$ cat config.mk
export PLATFORM = sky130hd
export DESIGN_NAME = bcd_down_timer_flat
export DESIGN_NICKNAME = d
export VERILOG_FILES = /design/src/rtl/bcd_down_timer_if.sv /design/src/rtl/bcd_down_timer.sv /design/src/flat_wrapper.sv
export SDC_FILE = /design/constraint.sdc
export NUM_CORES = 1
export LEC_CHECK = 0
export BUFFER_PORTS_ARGS = -buffer_cell sky130_fd_sc_hd__buf_2
export CORE_MARGIN = 2
export CORE_UTILIZATION = 48
export DETAILED_ROUTE_END_ITERATION = 8
export PLACE_DENSITY = 0.8
export SETUP_SLACK_MARGIN = 0.4
export SYNTH_ARGS = -nofsm -noshare
export SYNTH_HDL_FRONTEND = slang
export SYNTH_SLANG_ARGS = --single-unit
$ cat constraint.sdc
create_clock -name clock -period 1.92 [get_ports clock]
set_input_delay 0.384 -clock clock [delete_from_list [all_inputs] [get_ports clock]]
set_output_delay 0.384 -clock clock [all_outputs]
set_load 0.02 [all_outputs]
$ cat src/rtl/bcd_down_timer_if.sv
// Control and status bundle for the multi-digit BCD down-timer.
// The master side (tick source / controller) drives the commands and
// observes the count and status flags produced by the timer.
interface bcd_down_timer_if #(
   parameter int DIGITS = 2
);
   logic                  load;
   logic [4*DIGITS-1:0]   load_value;
   logic                  start;
   logic                  stop;
   logic                  auto_reload;
   logic                  tick;
   logic [4*DIGITS-1:0]   q_bus;
   logic                  running;
   logic                  expired;
   logic                  done;

   modport master (
      output load, load_value, start, stop, auto_reload, tick,
      input  q_bus, running, expired, done
   );

   modport slave (
      input  load, load_value, start, stop, auto_reload, tick,
      output q_bus, running, expired, done
   );
endinterface

$ cat src/rtl/bcd_down_timer.sv
// Parametrised multi-digit BCD down-counter with one-shot / auto-reload
// modes, pause/resume and a registered terminal-count pulse.
// Command priority within a cycle: load > stop > start > tick.
module bcd_down_timer #(
   parameter int DIGITS = 2
) (
   input  logic              clock,
   input  logic              reset,
   bcd_down_timer_if.slave   bus
);

   localparam int W = 4 * DIGITS;

   typedef enum logic [1:0] {
      ST_IDLE    = 2'd0,
      ST_RUN     = 2'd1,
      ST_EXPIRED = 2'd2
   } state_t;

   state_t          r_state;
   state_t          w_state_nxt;
   logic [W-1:0]    r_count;
   logic [W-1:0]    w_count_nxt;
   logic [W-1:0]    r_reload;
   logic [W-1:0]    w_reload_nxt;
   logic            r_done;
   logic            w_done_nxt;

   logic [W-1:0]    w_load_clamped;
   logic [W-1:0]    w_count_dec;
   logic            w_is_zero;
   logic            w_is_one;

   // Force every digit into 0..9 so q_bus never holds a non-BCD nibble.
   function automatic logic [W-1:0] clamp_bcd(input logic [W-1:0] v);
      logic [W-1:0] r;
      logic [3:0]   d;
      r = '0;
      for (int i = 0; i < DIGITS; i++) begin
         d = v[4*i +: 4];
         r[4*i +: 4] = (d > 4'd9) ? 4'd9 : d;
      end
      return r;
   endfunction

   // Ripple-borrow BCD decrement: a zero digit that is borrowed from wraps to 9.
   function automatic logic [W-1:0] dec_bcd(input logic [W-1:0] v);
      logic [W-1:0] r;
      logic [3:0]   d;
      logic         borrow;
      r      = '0;
      borrow = 1'b1;
      for (int i = 0; i < DIGITS; i++) begin
         d = v[4*i +: 4];
         if (borrow) begin
            if (d == 4'd0) begin
               d = 4'd9;
            end else begin
               d      = d - 4'd1;
               borrow = 1'b0;
            end
         end
         r[4*i +: 4] = d;
      end
      return r;
   endfunction

   assign w_load_clamped = clamp_bcd(bus.load_value);
   assign w_count_dec    = dec_bcd(r_count);
   assign w_is_zero      = (r_count == '0);
   // BCD 1 and binary 1 share the same encoding.
   assign w_is_one       = (r_count == W'(1));

   // Next-state, next-count and terminal-count decode in priority order.
   always_comb begin
      // NOTE: every always_comb output gets a default first so no path leaves it unassigned and infers a latch.
      w_state_nxt  = r_state;
      w_count_nxt  = r_count;
      w_reload_nxt = r_reload;
      w_done_nxt   = 1'b0;

      if (bus.load) begin
         w_count_nxt  = w_load_clamped;
         w_reload_nxt = w_load_clamped;
         w_state_nxt  = ST_IDLE;
      end else if (bus.stop && (r_state == ST_RUN)) begin
         w_state_nxt = ST_IDLE;
      end else if (bus.start && (r_state == ST_IDLE)) begin
         if (!w_is_zero) begin
            w_state_nxt = ST_RUN;
         end
      end else if (bus.start && (r_state == ST_EXPIRED)) begin
         if (r_reload != '0) begin
            w_count_nxt = r_reload;
            w_state_nxt = ST_RUN;
         end
      end else if (bus.tick && (r_state == ST_RUN)) begin
         if (w_is_zero) begin
            // Count sits at 0 only in auto-reload mode; this tick is the wrap.
            if (bus.auto_reload) begin
               w_count_nxt = r_reload;
               // A zero reload value makes every tick a terminal count.
               w_done_nxt  = (r_reload == '0);
            end else begin
               w_state_nxt = ST_EXPIRED;
            end
         end else begin
            w_count_nxt = w_count_dec;
            if (w_is_one) begin
               w_done_nxt = 1'b1;
               if (!bus.auto_reload) begin
                  w_state_nxt = ST_EXPIRED;
               end
            end
         end
      end
   end

   // State, count, reload and done registers with asynchronous clear.
   always_ff @(posedge clock or posedge reset) begin
      if (reset) begin
         r_state  <= ST_IDLE;
         r_count  <= '0;
         r_reload <= '0;
         r_done   <= 1'b0;
      end else begin
         // NOTE: non-blocking assignments so every register samples pre-edge values regardless of statement order.
         r_state  <= w_state_nxt;
         r_count  <= w_count_nxt;
         r_reload <= w_reload_nxt;
         r_done   <= w_done_nxt;
      end
   end

   // Status flags decode directly from registered state: no input-to-output path.
   assign bus.q_bus   = r_count;
   assign bus.running = (r_state == ST_RUN);
   assign bus.expired = (r_state == ST_EXPIRED);
   assign bus.done    = r_done;

endmodule
$ cat src/flat_wrapper.sv
// flat-port wrapper written by rule: the top's interface ports become plain ports
module bcd_down_timer_flat 
#(
   parameter int DIGITS = 2
)
  (clock, reset, bus_load, bus_load_value, bus_start, bus_stop, bus_auto_reload, bus_tick, bus_q_bus, bus_running, bus_expired, bus_done);
  bcd_down_timer_if #(.DIGITS(DIGITS)) bus_i ();
  input  logic clock;
  input  logic reset;
  input wire logic [$bits(bus_i.load)-1:0] bus_load;
  input wire logic [$bits(bus_i.load_value)-1:0] bus_load_value;
  input wire logic [$bits(bus_i.start)-1:0] bus_start;
  input wire logic [$bits(bus_i.stop)-1:0] bus_stop;
  input wire logic [$bits(bus_i.auto_reload)-1:0] bus_auto_reload;
  input wire logic [$bits(bus_i.tick)-1:0] bus_tick;
  output wire logic [$bits(bus_i.q_bus)-1:0] bus_q_bus;
  output wire logic [$bits(bus_i.running)-1:0] bus_running;
  output wire logic [$bits(bus_i.expired)-1:0] bus_expired;
  output wire logic [$bits(bus_i.done)-1:0] bus_done;
  assign bus_i.load = bus_load;
  assign bus_i.load_value = bus_load_value;
  assign bus_i.start = bus_start;
  assign bus_i.stop = bus_stop;
  assign bus_i.auto_reload = bus_auto_reload;
  assign bus_i.tick = bus_tick;
  assign bus_q_bus = bus_i.q_bus;
  assign bus_running = bus_i.running;
  assign bus_expired = bus_i.expired;
  assign bus_done = bus_i.done;
  bcd_down_timer #(.DIGITS(DIGITS)) u_core (.clock(clock), .reset(reset), .bus(bus_i));
endmodule
==> flow_summary.toml <==
[timing]
slew_violations = 0
hold-worst-slack_ns = 0.1804
rsz0062_at_grt = "yes"
timing.final.ws_setup_ns = 0.1054
report.final.setup_viol = 0
tightest_slew_ns = 0.7332
clock-skew-final_ns = 0.007050
slew-limit-headroom_pct = 51.07
finalCriticalPeriod_ns = 1.815
final.period_utilization_pct = 94.51
final_hold_viol_count = 0
highest_achievable_clock_rate_mhz = 551.1

[floorplan]
ios = 26
die_h_microns = 54.34
initial_utilization_pct = 50.00
rows = 18
core_region_area_sq_mm = 0.002432
die_x_microns = 54.34
dieArea_sq_mm = 0.002952

[yosys]
post_synthesis_sequential_area_ratio_pct = 39.09
post_synth_instance_area_sq_mm = 0.001216
post_synth_inst_count = 124
synth_nets = 139
synth_warnings = 0
synth.avg_cell_area_sq_um = 9.808
synth.ff_latch_count = 19
synth_edf_count = 0
synth.distinct_cells = 41
synthArstFlopShare_pct = 100.0
dominantRegCellSynth = "sky130_fd_sc_hd__dfrtp_1"

[worst_setup_path]
worst-setup-path-type = "reg -> reg"
largest_fanout_of_any_net_on_the_critical_path = 4
critPathLaunchType = "flop"
critPathArrivalTime_ns = 2.01
worstPathRequired_ns = 2.12
setup.worst_path.end_class = "flop"

[final_layout]
finish.instance_area_sq_mm = 0.001594
drive_above_1_share_pct = 50.00
nNetsFinal = 180
synthToLayoutAreaGrowth_pct = 31.07
layout_commonest_cell = "sky130_fd_sc_hd__buf_2"
mostFrequentLayoutCells = "22 x sky130_fd_sc_hd__buf_2, 15 x sky130_fd_sc_hd__buf_4, 15 x sky130_fd_sc_hd__dfrtp_1, 13 x sky130_fd_sc_hd__nand2_1, 11 x sky130_fd_sc_hd__nor2_1"
insertedDiodeCount = 0

[route]
wl_per_cell_microns = 15.66
postRouteWirelength_microns = 3038
dr.pass1.iters = 4
ant_nets = 0
drt-vias-per-instance = 5.954
via_count = 1155
first_iter_violations = 30
drcViolationCount = 0

[power_and_ir_drop]
power.density_mw_per_mm2 = 1021
finalPower_mw = 1.627
static-leakage-power_nw = 0.7009
worst_ir_drop_vdd_mv = 0.6794

[place]
final_replace_weighted_congestion = 0.8844
cell_area_reported_after_detailed_placement_sq_mm = 0.001404
place_ws_ns = 0.04044
place.detailed.hpwl_microns = 2198
io_buffers = 25

[clocking]
clk_latency_ns = 0.30
clock_tree.root_cell = "sky130_fd_sc_hd__clkbuf_4"
cts.htree.levels = 1
cts_buffers = 3
cts_tree = "built"
clockBufferDepth = 2
cts-hold-fix-buffers = 0
clk_pin_slew_ns = 0.12
clock_sinks = 19

[global_routing]
antenna_violations_before_repair = 0
global_route.usage.total_pct = 22.71
grt_max_degree = 22
vias_in_the_first_global_route = 1081
wire_length_of_the_first_global_routing_pass_microns = 4802
grt_overflow = 0

[hold_path]
hp-class = "in -> async"

[status]
outcome = "completed"

[run]
timing.max_cap.violations = 0
[cell type report]
cell class | count | area, sq um
clock inverter | 1 | 5.005
inverter | 2 | 7.507
clock buffer | 3 | 22.52
fill | 189 | 838.3
multi-input combinational | 99 | 784.5
sequential | 19 | 480.5
tap | 30 | 37.54
timing repair buffer | 40 | 256.5
[cell families (layout without fill, tap and decap cells)]
group                     count (synthesis)  count (layout)  synth area share [%]
and+or+nand+nor                          54              54                 25.00
AOI/OAI and AO/OA                        35              35                 23.15
DFF                                      19              19                 39.09
muxes                                     9               9                 8.334
buffers and inverters                     6              46                 3.703
xor gates and xnor gates                  1               1                0.7203
[per-stage QoR]
stage          utilization [%]  cells   TNS, ns
2_1_floorplan                -    124  -0.07923
3_3_place_gp             57.72    183         0
3_5_place_dp             57.72    183         0
4_1_cts                  63.32    193         0
5_1_grt                  65.54    194         0
6_report                 65.54    194         0
[synthesized netlist by cell type, drive strengths merged, types with 3 or more instances]
cell,number,area share [%]
a221oi,4,2.9
nor2b,4,2.1
buf,4,3.1
nor2,13,4.2
o21ai,7,3.2
dfrtp,19,39
or4,5,3.8
o21a,4,2.5
a21oi,5,2.1
and3b,3,2.3
mux2,9,8.3
o221ai,4,2.9
nand2b,5,2.6
nand2,13,4.0
[path summary, 6_finish.rpt]
kind | startpoint | endpoint | slack [ns] | cells after the start
setup reg to reg | u_core.bus.q_bus[0] | u_core.bus.q_bus[7] | 0.11 | 4
hold / removal | reset | u_core.r_reload[1] | 0.18 | 2
setup / recovery | u_core.bus.q_bus[0] | u_core.bus.q_bus[7] | 0.11 | 4
min in group clock | bus_load_value[2] | u_core.r_reload[2] | 0.30 | 3
max in group asynchronous | reset | u_core.r_state[0] | 1.23 | 2
hold reg to reg | u_core.r_reload[4] | u_core.r_reload[4] | 0.53 | 2
[critical path: stages, from the launching register on]
cell and delay [ns]:
sky130_fd_sc_hd__dfrtp_2 0.43, sky130_fd_sc_hd__or4_4 0.53, sky130_fd_sc_hd__o21bai_4 0.19, sky130_fd_sc_hd__a22oi_4 0.22
sky130_fd_sc_hd__mux2_4 0.33
[sequential cells by signal, indices dropped and copies added (netlist names)]
name              count
u_core.r_reload       8
u_core.bus.q_bus      8
u_core.r_state        2
u_core.bus.done       1
[repair_timing]
action | CTS | global route
pin swaps | 6 | 6
setup endpoints to repair | 11 | 14
buffers inserted | 6 | 1
gates resized for setup | 18 | 16
[per-layer routing]
metal | routed length, microns | GRT usage (%) | up-vias
met5 | 0 | 0 | -
met4 | 49 | 7.083 | 0
met3 | 165 | 3.279 | 8
met2 | 1595 | 42.17 | 54
met1 | 1227 | 26.59 | 550
li1 | - | - | 543
[where the power goes]
group / switching, mW / internal, mW
Clock: 0.135 / 0.0777
Combinational: 0.444 / 0.429
Sequential: 0.0612 / 0.481
Total: 0.640 / 0.987
Power figures use the tool's default switching activity.
